<file path="config.mk">
export PLATFORM = sky130hd
export DESIGN_NAME = logic_unit
export DESIGN_NICKNAME = d
export VERILOG_FILES = /design/src/rtl/logic_unit.sv
export SDC_FILE = /design/constraint.sdc
export NUM_CORES = 1
export LEC_CHECK = 0
export ABC_CLOCK_PERIOD_IN_PS = 8550
export CAP_MARGIN = 20
export CORE_MARGIN = 4
export CORE_UTILIZATION = 35
export DETAILED_ROUTE_END_ITERATION = 6
export HOLD_SLACK_MARGIN = 0.05
export PLACE_DENSITY = 0.57
export SLEW_MARGIN = 20
export SYNTH_ARGS = -nofsm -noshare
export SYNTH_HDL_FRONTEND = slang
export SYNTH_SLANG_ARGS = --single-unit
</file>
<file path="constraint.sdc">
create_clock -name clk -period 8.55 [get_ports clk]
set_input_delay 1.71 -clock clk [delete_from_list [all_inputs] [get_ports clk]]
set_output_delay 1.71 -clock clk [all_outputs]
set_load 0.02 [all_outputs]
</file>
<file path="src/rtl/logic_unit.sv">
// Registered, handshaked bitwise logic unit: per-beat results or a result
// folded across a multi-beat accumulate burst, with reduction and beat count.
module logic_unit #(
  parameter int WIDTH = 8,
  parameter int CNT_W = 4
) (
  input  logic             clk,
  input  logic             rst,
  input  logic             in_valid,
  output logic             in_ready,
  input  logic [WIDTH-1:0] a,
  input  logic [WIDTH-1:0] b,
  input  logic [2:0]       op,
  input  logic             in_acc,
  input  logic             in_last,
  output logic             out_valid,
  input  logic             out_ready,
  output logic [WIDTH-1:0] q,
  output logic             q_red,
  output logic [CNT_W-1:0] beat_cnt
);

  typedef enum logic {
    S_IDLE,
    S_ACC
  } state_t;

  typedef enum logic [2:0] {
    OP_AND    = 3'd0,
    OP_OR     = 3'd1,
    OP_XOR    = 3'd2,
    OP_NAND   = 3'd3,
    OP_NOR    = 3'd4,
    OP_XNOR   = 3'd5,
    OP_ANDNOT = 3'd6,
    OP_PASS   = 3'd7
  } op_t;

  localparam logic [CNT_W-1:0] CNT_ONE = CNT_W'(1);
  localparam logic [CNT_W-1:0] CNT_MAX = '1;

  function automatic logic [WIDTH-1:0] apply_op(input op_t o,
                                                input logic [WIDTH-1:0] x,
                                                input logic [WIDTH-1:0] y);
    logic [WIDTH-1:0] r;
    r = x;
    case (o)
      OP_AND:    r = x & y;
      OP_OR:     r = x | y;
      OP_XOR:    r = x ^ y;
      OP_NAND:   r = ~(x & y);
      OP_NOR:    r = ~(x | y);
      OP_XNOR:   r = ~(x ^ y);
      OP_ANDNOT: r = x & ~y;
      OP_PASS:   r = x;
      default:   r = x;
    endcase
    return r;
  endfunction

  // Reduction follows the op family, not the literal op.
  function automatic logic reduce_op(input op_t o, input logic [WIDTH-1:0] v);
    logic r;
    case (o)
      OP_OR, OP_NOR:   r = |v;
      OP_XOR, OP_XNOR: r = ^v;
      default:         r = &v;
    endcase
    return r;
  endfunction

  state_t           state_q, state_d;
  logic [WIDTH-1:0] acc_q, acc_d;
  logic [CNT_W-1:0] cnt_q, cnt_d;
  op_t              op_r_q, op_r_d;
  logic             out_valid_q, out_valid_d;
  logic [WIDTH-1:0] q_q, q_d;
  logic             q_red_q, q_red_d;
  logic [CNT_W-1:0] beat_cnt_q, beat_cnt_d;

  logic             accept;
  logic             out_xfer;
  logic [CNT_W-1:0] cnt_inc;
  logic [WIDTH-1:0] f_ab;
  logic [WIDTH-1:0] acc_next;
  op_t              op_in;

  assign in_ready  = !out_valid_q || out_ready;
  assign accept    = in_valid && in_ready;
  assign out_xfer  = out_valid_q && out_ready;
  assign op_in     = op_t'(op);
  assign cnt_inc   = (cnt_q == CNT_MAX) ? cnt_q : cnt_q + CNT_ONE;
  assign f_ab      = apply_op(op_in, a, b);
  assign acc_next  = apply_op(op_r_q, acc_q, a);

  always_comb begin
    state_d     = state_q;
    acc_d       = acc_q;
    cnt_d       = cnt_q;
    op_r_d      = op_r_q;
    out_valid_d = out_valid_q && !out_xfer;
    q_d         = q_q;
    q_red_d     = q_red_q;
    beat_cnt_d  = beat_cnt_q;

    if (accept) begin
      case (state_q)
        S_IDLE: begin
          if (!in_acc || in_last) begin
            q_d         = f_ab;
            q_red_d     = reduce_op(op_in, f_ab);
            beat_cnt_d  = CNT_ONE;
            out_valid_d = 1'b1;
          end else begin
            acc_d   = f_ab;
            op_r_d  = op_in;
            cnt_d   = CNT_ONE;
            state_d = S_ACC;
          end
        end
        S_ACC: begin
          acc_d = acc_next;
          cnt_d = cnt_inc;
          if (in_last) begin
            q_d         = acc_next;
            q_red_d     = reduce_op(op_r_q, acc_next);
            beat_cnt_d  = cnt_inc;
            out_valid_d = 1'b1;
            state_d     = S_IDLE;
          end
        end
        default: state_d = S_IDLE;
      endcase
    end
  end

  always_ff @(posedge clk) begin
    if (rst) begin
      state_q     <= S_IDLE;
      acc_q       <= '0;
      cnt_q       <= '0;
      op_r_q      <= OP_AND;
      out_valid_q <= 1'b0;
      q_q         <= '0;
      q_red_q     <= 1'b0;
      beat_cnt_q  <= '0;
    end else begin
      state_q     <= state_d;
      acc_q       <= acc_d;
      cnt_q       <= cnt_d;
      op_r_q      <= op_r_d;
      out_valid_q <= out_valid_d;
      q_q         <= q_d;
      q_red_q     <= q_red_d;
      beat_cnt_q  <= beat_cnt_d;
    end
  end

  assign out_valid = out_valid_q;
  assign q         = q_q;
  assign q_red     = q_red_q;
  assign beat_cnt  = beat_cnt_q;

endmodule

</file>
==> flow_summary.toml <==
[run_status]
status = "complete, no violations"

[critical_path]
path_cells = "clkdlybuf4s50_1, inv_2, mux4_2, a211o_1, ha_1, xnor2_1, xnor2_1, a31oi_1, nor2_1, a311oi_1, a211oi_1"
crit_path_max_fanout = 27
crit_type = "in2reg"
cp_slowest_cell = "clkdlybuf4s50_1"
arrival_ps = 4990
critPathLaunch = "op[0]"
rrSetupSlack_ps = 5390
end_kind = "flip-flop"
r2r_cells = 11
critPathMostFrequentCell = "xnor2_1"
max_stage_delay_ps = 920
r2r-end = "q_red"
endpoint = "q_red"
required_ps = 8700
r2r_start = "op_r_q[2]"
start_kind = "input pin"

[clock_tree]
post_cts.repair.setup_buffers = 0
numCtsBuffers = 5
cts.reportedPaths.clkPinSlew_ps = 70
cts_tree = "built"
cts-root-buf = "clkbuf_8"
cts.htree.levels = 2
clockBufferDepth = 2
post_cts_resized = 0
clock_latency_ps = 280
hold_buffers = 0
clkSinkCount = 30

[floorplanning]
top_level_ports = 40
row_count = 36
core-area_um2 = 9864
initial_utilization_pct = 36.39
die_area_um2 = 11940
fp.dieW_um = 109.3
die_h_um = 109.3

[global_routing]
antenna_found_initial = 0
grt.overflow.total = 0
grt_max_degree = 39
grt_pass1_wl_mm = 14.25
grt_pass1_vias = 2987
grt_usage_pct = 14.71

[synth]
synthFlopType = "dfxtp_1"
netlist_area_um2 = 3590
synth.avg_cell_area_um2 = 8.446
yosys.cell_count.top_type = "ha_1"
ys_seq_area_share_pct = 16.73
async_flop_share_pct = 0
synth_area_leaders = "ha_1 (22%), dfxtp_1 (17%), mux4_2 (7.5%)"
syn_nets = 513
synth-edff-count = 0
yosys_warnings = 0
yosysUniqueCellTypes = 54
synthTopCellsByCount = "ha_1 (63), inv_1 (41), nor2_1 (40), dfxtp_1 (30), nand2_1 (24)"
synth_top_area_cell = "ha_1"
ys_ff_latch = 30
netlist_instances = 425
synth_top_area_share_pct = 21.96

[timing]
tightestPinTransition_ps = 1031
setup_slack_ps = 3709
setup-violations-final = 0
hold_viol = 0
period_minus_slack_ps = 4841
holdWs_ps = 455.8
finalMaxSlewViolations = 0
rsz0062_at_grt = "no"
tns_ps = 0
min_period_over_period_pct = 56.62
slew_headroom_pct = 31.04
fmax_mhz = 206.6
skew_ps = 4.368

[final_layout]
stdcell_count = 582
fin_nets = 537
final_layout_size_suffix_gt1_share_pct = 9.131
antenna_cells = 0
utilization_pct = 41.69
fillCellCount = 1019
synthToLayoutAreaGrowth_pct = 14.57
fin_area_um2 = 4113

[place]
hpwl_mm = 6.595
place.gp.congestion = 0.8360
place_ws_ps = 3414
portBuffers = 39
place_area_um2 = 4034
dp_cells = 575

[routing]
wl_met3_um = 240
num_vias = 3067
wl_per_cell_um = 14.60
routed_wl_mm = 8.495
dr.pass1.iters = 4
drt_iter0_markers = 114
ant_nets = 0
top_layer = "met4"
drt_drc_violations_left = 0
wl_met2_mm = 4.290
wl_met1_mm = 3.771
vias_per_cell = 5.270

[hold_path]
hold_start = "beat_cnt[1]"
hp-class = "reg2reg"

[power_and_ir_drop]
power_frac_comb_pct = 41.3
seq_power_share_pct = 35.2
power.total_mw = 0.4515
powerDensity_nw_per_um2 = 109.8
switching_share_pct = 35.68
ir_drop_mv = 0.04641
p_leak_nw = 1.733
power_frac_clock_pct = 23.6
power_switching_mw = 0.1611
intPower_mw = 0.2904

[job]
maxCapViolations = 0
## worst min-delay path by stage
| stage | slack (ps) | cells past startpoint | endpoint |
|---|---|---|---|
| after floorplan | 470 | 2 | cnt_q[1] |
| after global placement | 450 | 2 | beat_cnt[2] |
| after detailed placement | 450 | 2 | beat_cnt[1] |
| after CTS | 460 | 2 | beat_cnt[1] |
| after global routing | 480 | 2 | beat_cnt[2] |
| final | 460 | 2 | beat_cnt[1] |
## registers in the layout (all words and copies together) (netlist names)
register / count
acc_q: 8
q: 8
beat_cnt: 4
cnt_q: 4
op_r_q: 3
out_valid: 1
q_red: 1
state_q: 1
## metal layers
metal,up-vias,global-route usage (%)
li1,1550,-
met1,1458,18.66
met2,48,26.32
met3,11,1.717
met4,0,3.829
met5,-,0
## critical path: cells and delay by family
family / cells / cell delay, ps
compound gates: 4 / 860
xor+xnor: 2 / 290
fa+ha+maj: 1 / 290
buf+inv: 2 / 1250
mux: 1 / 530
simple gates: 1 / 50
## area by class of cell
class | count | area, µm² | share of cell area, %
multi-input cells | 321 | 2659 | 64.65
flip-flops and latches | 30 | 600.6 | 14.60
repair buffers | 45 | 435.4 | 10.59
inverters | 46 | 172.7 | 4.198
well taps | 133 | 166.4 | 4.046
clock buffers | 5 | 68.82 | 1.673
clock inverters | 2 | 10.01 | 0.2434
## power by group through the flow
stage / clock network (mW) / logic (mW) / registers, mW
after CTS: 0.111 / 0.188 / 0.159
after detailed placement: 0 / 0.187 / 0.162
after global routing: 0.116 / 0.209 / 0.160
final: 0.106 / 0.186 / 0.159
after global placement: 0 / 0.183 / 0.162
after floorplan: 0 / 0.131 / 0.163
## cells by family after synthesis
family	Yosys count	share of synthesized area, %
flip-flops	30	16.73
AO/OA/AOI/OAI	87	16.52
buffers and inverters	74	9.202
multiplexers	40	16.59
XOR/XNOR	9	2.196
AND/OR/NAND/NOR	122	16.80
adder cells (fa/ha/maj)	63	21.96
## layout by cell type (no fill, tap or decap), types with 4 or more instances in the layout
cell             synthesis  layout
o21ai_1                  7       8
xnor2_1                  8       8
inv_2                    5       5
ha_1                    63      63
clkdlybuf4s50_1          0      39
inv_1                   41      41
nand2b_1                 8       8
clkbuf_8                 0       5
nor3_1                   6       6
and3_1                   4       4
or3_1                    5       5
nand3b_1                 4       4
buf_4                    3       6
a211oi_1                15      15
mux2i_1                 19      19
nor2b_1                  5       5
nand3_1                 10      10
nand2_1                 24      24
a21oi_2                  6       6
o21ai_0                  7       6
nor2_1                  40      40
dfxtp_1                 30      30
o31ai_1                  5       5
mux4_2                  12      12
nor3b_1                  5       5
a21oi_1                 20      20
Power figures use the tool's default switching activity.
